--- src/rtl/axis_vec_pair_tx.sv ---
// Reads equal-length Y/Z vectors from two sync RAMs, streams them beat-aligned on two AXI-Stream masters, then captures the MAC result.
// Latency: first tvalid 2 cycles after start is sampled, then 1 beat/cycle; result/done 1 cycle after mac_valid in WAIT.
// Backpressure: a beat moves only when both treadys are high; a 2-entry FIFO with read credit absorbs stalls. Optional timeout: AXIS_VEC_PAIR_TX_TIMEOUT_EN.
module axis_vec_pair_tx #(
   parameter int W  = 32,
   parameter int AW = 10,
   parameter int LW = 16
) (
   input  logic          aclk,
   input  logic          aresetn,
   input  logic          start,
   input  logic [LW-1:0] length,
   input  logic [AW-1:0] y_base,
   input  logic [AW-1:0] z_base,
   output logic          y_rd_en,
   output logic [AW-1:0] y_rd_addr,
   input  logic [W-1:0]  y_rd_data,
   output logic          z_rd_en,
   output logic [AW-1:0] z_rd_addr,
   input  logic [W-1:0]  z_rd_data,
   output logic [W-1:0]  axis_ay_tdata,
   output logic          axis_ay_tvalid,
   output logic          axis_ay_tlast,
   input  logic          axis_ay_tready,
   output logic [W-1:0]  axis_az_tdata,
   output logic          axis_az_tvalid,
   output logic          axis_az_tlast,
   input  logic          axis_az_tready,
   input  logic [31:0]   mac_result,
   input  logic          mac_valid,
   output logic          busy,
   output logic [31:0]   result,
   output logic          done,
   output logic          err
);

   localparam logic [1:0] S_IDLE   = 2'd0;
   localparam logic [1:0] S_STREAM = 2'd1;
   localparam logic [1:0] S_WAIT   = 2'd2;
   localparam logic [1:0] S_DONE   = 2'd3;

   logic [1:0]    state;
   logic [LW-1:0] len_q;
   logic [LW-1:0] issued;
   logic [AW-1:0] y_base_q;
   logic [AW-1:0] z_base_q;
   logic          inflight;
   logic          inflight_last;

   logic [W-1:0]  fifo_y [2];
   logic [W-1:0]  fifo_z [2];
   logic          fifo_l [2];
   logic          wr_ptr;
   logic          rd_ptr;
   logic [1:0]    fifo_cnt;

   logic          fifo_vld;
   logic          xfer;
   logic [2:0]    occ;
   logic          rd_go;
   logic          last_rd;

`ifdef AXIS_VEC_PAIR_TX_TIMEOUT_EN
   logic [11:0]   tmo_cnt;
   logic          err_q;
   assign err = err_q;
`else
   assign err = 1'b0;
`endif

   assign fifo_vld = (fifo_cnt != 2'd0);
   assign xfer     = fifo_vld & axis_ay_tready & axis_az_tready;
   // Entries already owed to the FIFO: stored + returning next edge - leaving this edge.
   assign occ      = {1'b0, fifo_cnt} + {2'b0, inflight} - {2'b0, xfer};
   assign rd_go    = (state == S_STREAM) && (issued != len_q) && (occ < 3'd2);
   assign last_rd  = (issued == (len_q - LW'(1)));

   assign y_rd_en   = rd_go;
   assign z_rd_en   = rd_go;
   assign y_rd_addr = y_base_q + issued[AW-1:0];
   assign z_rd_addr = z_base_q + issued[AW-1:0];

   assign axis_ay_tvalid = fifo_vld;
   assign axis_az_tvalid = fifo_vld;
   assign axis_ay_tdata  = fifo_y[rd_ptr];
   assign axis_az_tdata  = fifo_z[rd_ptr];
   assign axis_ay_tlast  = fifo_vld & fifo_l[rd_ptr];
   assign axis_az_tlast  = fifo_vld & fifo_l[rd_ptr];

   assign busy = (state != S_IDLE);
   assign done = (state == S_DONE);

   always_ff @(posedge aclk or negedge aresetn) begin
      if (!aresetn) begin
         state    <= S_IDLE;
         len_q    <= '0;
         issued   <= '0;
         y_base_q <= '0;
         z_base_q <= '0;
         result   <= '0;
`ifdef AXIS_VEC_PAIR_TX_TIMEOUT_EN
         tmo_cnt  <= '0;
         err_q    <= 1'b0;
`endif
      end else begin
         case (state)
            S_IDLE: begin
               if (start) begin
`ifdef AXIS_VEC_PAIR_TX_TIMEOUT_EN
                  err_q <= 1'b0;
`endif
                  if (length == '0) begin
                     result <= '0;
                     state  <= S_DONE;
                  end else begin
                     len_q    <= length;
                     y_base_q <= y_base;
                     z_base_q <= z_base;
                     issued   <= '0;
                     state    <= S_STREAM;
                  end
               end
            end
            S_STREAM: begin
               if (rd_go) begin
                  issued <= issued + LW'(1);
               end
               if (xfer && fifo_l[rd_ptr]) begin
                  state <= S_WAIT;
`ifdef AXIS_VEC_PAIR_TX_TIMEOUT_EN
                  tmo_cnt <= '0;
`endif
               end
            end
            S_WAIT: begin
               if (mac_valid) begin
                  result <= mac_result;
                  state  <= S_DONE;
               end
`ifdef AXIS_VEC_PAIR_TX_TIMEOUT_EN
               else begin
                  tmo_cnt <= tmo_cnt + 12'd1;
                  // Leave on the edge where the counter reaches 4095.
                  if (tmo_cnt == 12'd4094) begin
                     result <= '0;
                     err_q  <= 1'b1;
                     state  <= S_DONE;
                  end
               end
`endif
            end
            default: begin
               state <= S_IDLE;
            end
         endcase
      end
   end

   always_ff @(posedge aclk or negedge aresetn) begin
      if (!aresetn) begin
         inflight      <= 1'b0;
         inflight_last <= 1'b0;
         wr_ptr        <= 1'b0;
         rd_ptr        <= 1'b0;
         fifo_cnt      <= 2'd0;
         for (int i = 0; i < 2; i++) begin
            fifo_y[i] <= '0;
            fifo_z[i] <= '0;
            fifo_l[i] <= 1'b0;
         end
      end else begin
         inflight      <= rd_go;
         inflight_last <= rd_go & last_rd;
         if (inflight) begin
            fifo_y[wr_ptr] <= y_rd_data;
            fifo_z[wr_ptr] <= z_rd_data;
            fifo_l[wr_ptr] <= inflight_last;
            wr_ptr         <= ~wr_ptr;
         end
         if (xfer) begin
            rd_ptr <= ~rd_ptr;
         end
         case ({inflight, xfer})
            2'b10:   fifo_cnt <= fifo_cnt + 2'd1;
            2'b01:   fifo_cnt <= fifo_cnt - 2'd1;
            default: fifo_cnt <= fifo_cnt;
         endcase
      end
   end

endmodule

--- config.mk ---
export PLATFORM = sky130hd
export DESIGN_NAME = axis_vec_pair_tx
export DESIGN_NICKNAME = d
export VERILOG_FILES = /design/src/rtl/axis_vec_pair_tx.sv
export SDC_FILE = /design/constraint.sdc
export NUM_CORES = 1
export LEC_CHECK = 0
export CAP_MARGIN = 15
export CORE_MARGIN = 4
export CORE_UTILIZATION = 56
export CTS_BUF_LIST = sky130_fd_sc_hd__clkbuf_4
export DETAILED_ROUTE_END_ITERATION = 8
export DONT_BUFFER_PORTS = 1
export GPL_TIMING_DRIVEN = 0
export PLACE_DENSITY = 0.83
export SYNTH_ARGS = -nofsm -noshare
export SYNTH_HDL_FRONTEND = slang
export SYNTH_SLANG_ARGS = --single-unit
--- constraint.sdc ---
create_clock -name aclk -period 2.8 [get_ports aclk]
set_input_delay 0.14 -clock aclk [delete_from_list [all_inputs] [get_ports aclk]]
set_output_delay 0.14 -clock aclk [all_outputs]
set_load 0.02 [all_outputs]
==> impl_metrics.tcl <==
set metrics [dict create \
    cp.buffers_inverters 3 \
    r2r_start "fifo_cnt[0]" \
    synthArstFlopShare_pct 100.0 \
    core_area_um2 18770 \
    area_growth_syn_to_layout_pct 29.70 \
    drv_cap 0 \
    rows 50 \
    period_needed_ns 3.185 \
    powerDensity_nw_per_um2 1181 \
    clockBufferDepth 3 \
    routedWlPerCell_um 21.67 \
    ys_seq_area_share_pct 51.88 \
    timing.setup.tns_ns -3.555 \
    end_kind "output pin" \
    ys_warn_count 0 \
    rsz0062_at_grt "yes" \
    synthTopCellsByArea "dfrtp_1 52%, mux2_2 24%, ha_1 3.0%" \
    synth_area_per_cell_um2 12.90 \
    p_leak_nw 6.069 \
    antenna_found_initial 2 \
    status "finished, violations left" \
    layout-drive-gt1-share_pct 39.84 \
    violations "negative hold slack, negative setup slack" \
    dieArea_um2 21400 \
    tightestPinTransition_ns 0.7748 \
    first_iter_violations 291 \
    final_util_pct 74.00 \
    grt_max_degree 223 \
    synth_seq_cells 222 \
    track_usage_pct 26.54 \
    worstSkewPairLatency_ns 0.66 \
    finClkSkew_ns 0.02334 \
    hold_viol 222 \
    syn_inst 830 \
    die-height_um 146.3 \
    path_clk_slew_ns 0.08 \
    period_share_pct 113.7 \
    synth_nets 997 \
    grt_pass1_vias 8509 \
    slowest_delay_ns 0.43 \
    root_buffer "clkbuf_4" \
    swShare_pct 41.31 \
    seqPwrFrac_pct 36.7 \
    dp_slack_ns -0.7235 \
    setup_viol 21 \
    drt_pass1_iterations 5 \
    hold_class "primary input to async pin" \
    synth.distinct_cells 54 \
    routed_wl_mm 28.99 \
    p_sw_mw 6.773 \
    io_pins 263 \
    grt-ovfl-total 0 \
    port_buffers 0 \
    grt_pass1_wl_mm 45.43 \
    timing.hold.ws_ns -0.8311 \
    required_ns 2.66 \
    ir_drop_v 0.0007261 \
    cts.sinks 222 \
    p_int_mw 9.624 \
    reg2reg_depth 15 \
    slew_violations 0 \
    critical_path_class "register to output pin" \
    synth-edff-count 0 \
    pwr-share-comb_pct 46.7 \
    start_kind "register" \
    crit_slowest_cell "dfrtp_2" \
    synth_ff_type "dfrtp_1" \
    place_hpwl_mm 17.33 \
    max_freq_mhz 314.0 \
    vias 7740 \
    vias_per_cell 5.785 \
    die_w_um 146.3 \
    netlist_area_um2 10710 \
    clkPwrFrac_pct 16.7 \
    cts_tree "built" \
    relSlewSlack_pct 47.87 \
    drc 0 \
    synth.most_common_cell "mux2_2" \
    start_util_pct 57.05 \
    arrival_ns 3.04 \
    synth_top_area_cell "dfrtp_1" \
    drtAntennaViolNets 0 \
    cp_cell_sequence "nor2_4 > inv_4 > nand3_4 > inv_4 > ha_4 > nand2b_4 > fa_2 > xnor2_2 > nand3_2 > nor2_4 > buf_6" \
    synthTopCellsByCount "230 x mux2_2, 222 x dfrtp_1, 36 x xnor2_1" \
    synth_top_area_share_pct 51.88 \
    cts_buffers 56 \
    cp_max_fo 4 \
    r2r-end "issued[7]" \
    ff2ff_setup_slack_ns -0.29 \
    fin_ws_ns -0.3848 \
    htree_levels 2 \
    cp_top_family "simple AND/OR/NAND/NOR gates" \
    gp_congestion 0.8250 \
    cts-hold-fix-buffers 139 \
    nNetsFinal 1229 \
]
worst max-delay path by stage:
stage	from	end	slack, ns	cells past startpoint
2_1_floorplan	fifo_cnt[1]	issued[9]	0.0007	13
3_3_place_gp	fifo_cnt[1]	inflight_last	-0.63	12
3_5_place_dp	fifo_cnt[1]	inflight_last	-0.72	12
4_1_cts	fifo_cnt[1]	z_rd_en	-0.46	11
5_1_grt	fifo_cnt[0]	z_rd_en	-0.52	11
6_report	fifo_cnt[0]	z_rd_en	-0.38	11
state kept, by name, indices dropped and copies added, names as in the netlist:
name / count
y_base_q: 10
fifo_cnt: 2
result: 32
fifo_z: 64
fifo_l: 2
fifo_y: 64
inflight_last: 1
len_q: 16
z_base_q: 10
inflight: 1
rd_ptr: 1
issued: 16
wr_ptr: 1
state: 2
power groups by stage:
stage               clock network [mW]  registers [mW]  logic (mW)
floorplan                            0            5.62        5.55
global placement                     0            5.84        6.35
detailed placement                   0            5.91        6.54
CTS                               2.78            5.87        7.15
global route                      3.00            6.17        8.16
finish                            2.73            6.01        7.65
area by class of cell:
| cell class | instances | area [um2] |
|---|---|---|
| Timing Repair Buffer | 175 | 1704 |
| Multi-Input combinational cell | 543 | 5328 |
| Buffer | 45 | 212.7 |
| Inverter | 19 | 76.32 |
| Antenna cell | 2 | 5.005 |
| Tap cell | 234 | 292.8 |
| Clock inverter | 17 | 101.3 |
| Fill cell | 1122 | 4880 |
| Clock buffer | 81 | 608.1 |
| Sequential cell | 222 | 5560 |
stage by stage:
stage / std cells / power [mW] / hold slack, ns / cell area (um2)
3_5_place_dp: 1064 / 12.45 / -0.1499 / 11030
3_3_place_gp: 1064 / 12.19 / -0.1505 / 11030
2_1_floorplan: 830 / 11.17 / -0.1556 / 10740
5_1_grt: 1338 / 17.33 / -0.8965 / 13890
4_1_cts: 1328 / 15.79 / -0.8951 / 13570
6_report: 1338 / 16.40 / -0.8311 / 13890
cell usage in the layout, fill, tap and decap left out, types with 5 or more instances in the layout:
cell type      instances
xnor2_2                5
clkbuf_4              81
inv_1                 15
clkbuf_1              30
mux2_2               230
nor2_1                31
nand3_1               12
nor4_1                 8
nand4_1                9
ha_1                  19
o21ai_1                7
xnor2_1               30
o21ai_0                8
nor3_1                10
o21ai_2                5
dfrtp_1              218
clkinv_1              11
buf_6                 11
buf_4                 30
xor2_2                 5
nand2_1               21
dlygate4sd3_1        139
ha_4                   7
nor2b_1                5
xor2_1                19
a22o_1                32
cell families after synthesis:
logic type	count (synthesis)	share of synthesized area (%)
buffers and inverters	65	2.582
AND/OR/NAND/NOR	134	6.509
XOR/XNOR	60	4.908
AO/OA/AOI/OAI	86	6.018
multiplexers	233	24.47
flip-flops	222	51.88
adder cells (fa/ha/maj)	29	3.599
other	1	0.03502
repair_timing:
| item | in CTS | in global routing |
|---|---|---|
| pin swaps | 23 | 44 |
| cloned | 1 | 0 |
| resized for setup | 57 | 48 |
| setup endpoints to repair | 34 | 100 |
| buffers inserted | 26 | 11 |
| endpoints found under the hold margin | 422 | 222 |
layer usage:
metal  part of all wire, %  wire length (um)  GRT usage, %
met1                    39             11210         32.32
met2                    51             14750         45.36
met3                   7.2              2090         7.107
met4                   3.2               937         10.16
met5                     0                 0             0
worst reg2reg max path, delay by kind of cell (launching register included):
kind / cells / cell delay (ns)
flip-flops: 1 / 0.43
adder cells (fa/ha/maj): 2 / 0.58
XOR/XNOR: 2 / 0.36
AO/OA/AOI/OAI: 2 / 0.47
buffers and inverters: 4 / 0.48
AND/OR/NAND/NOR: 5 / 0.64
Note: power is estimated with default switching activity, not from simulation.
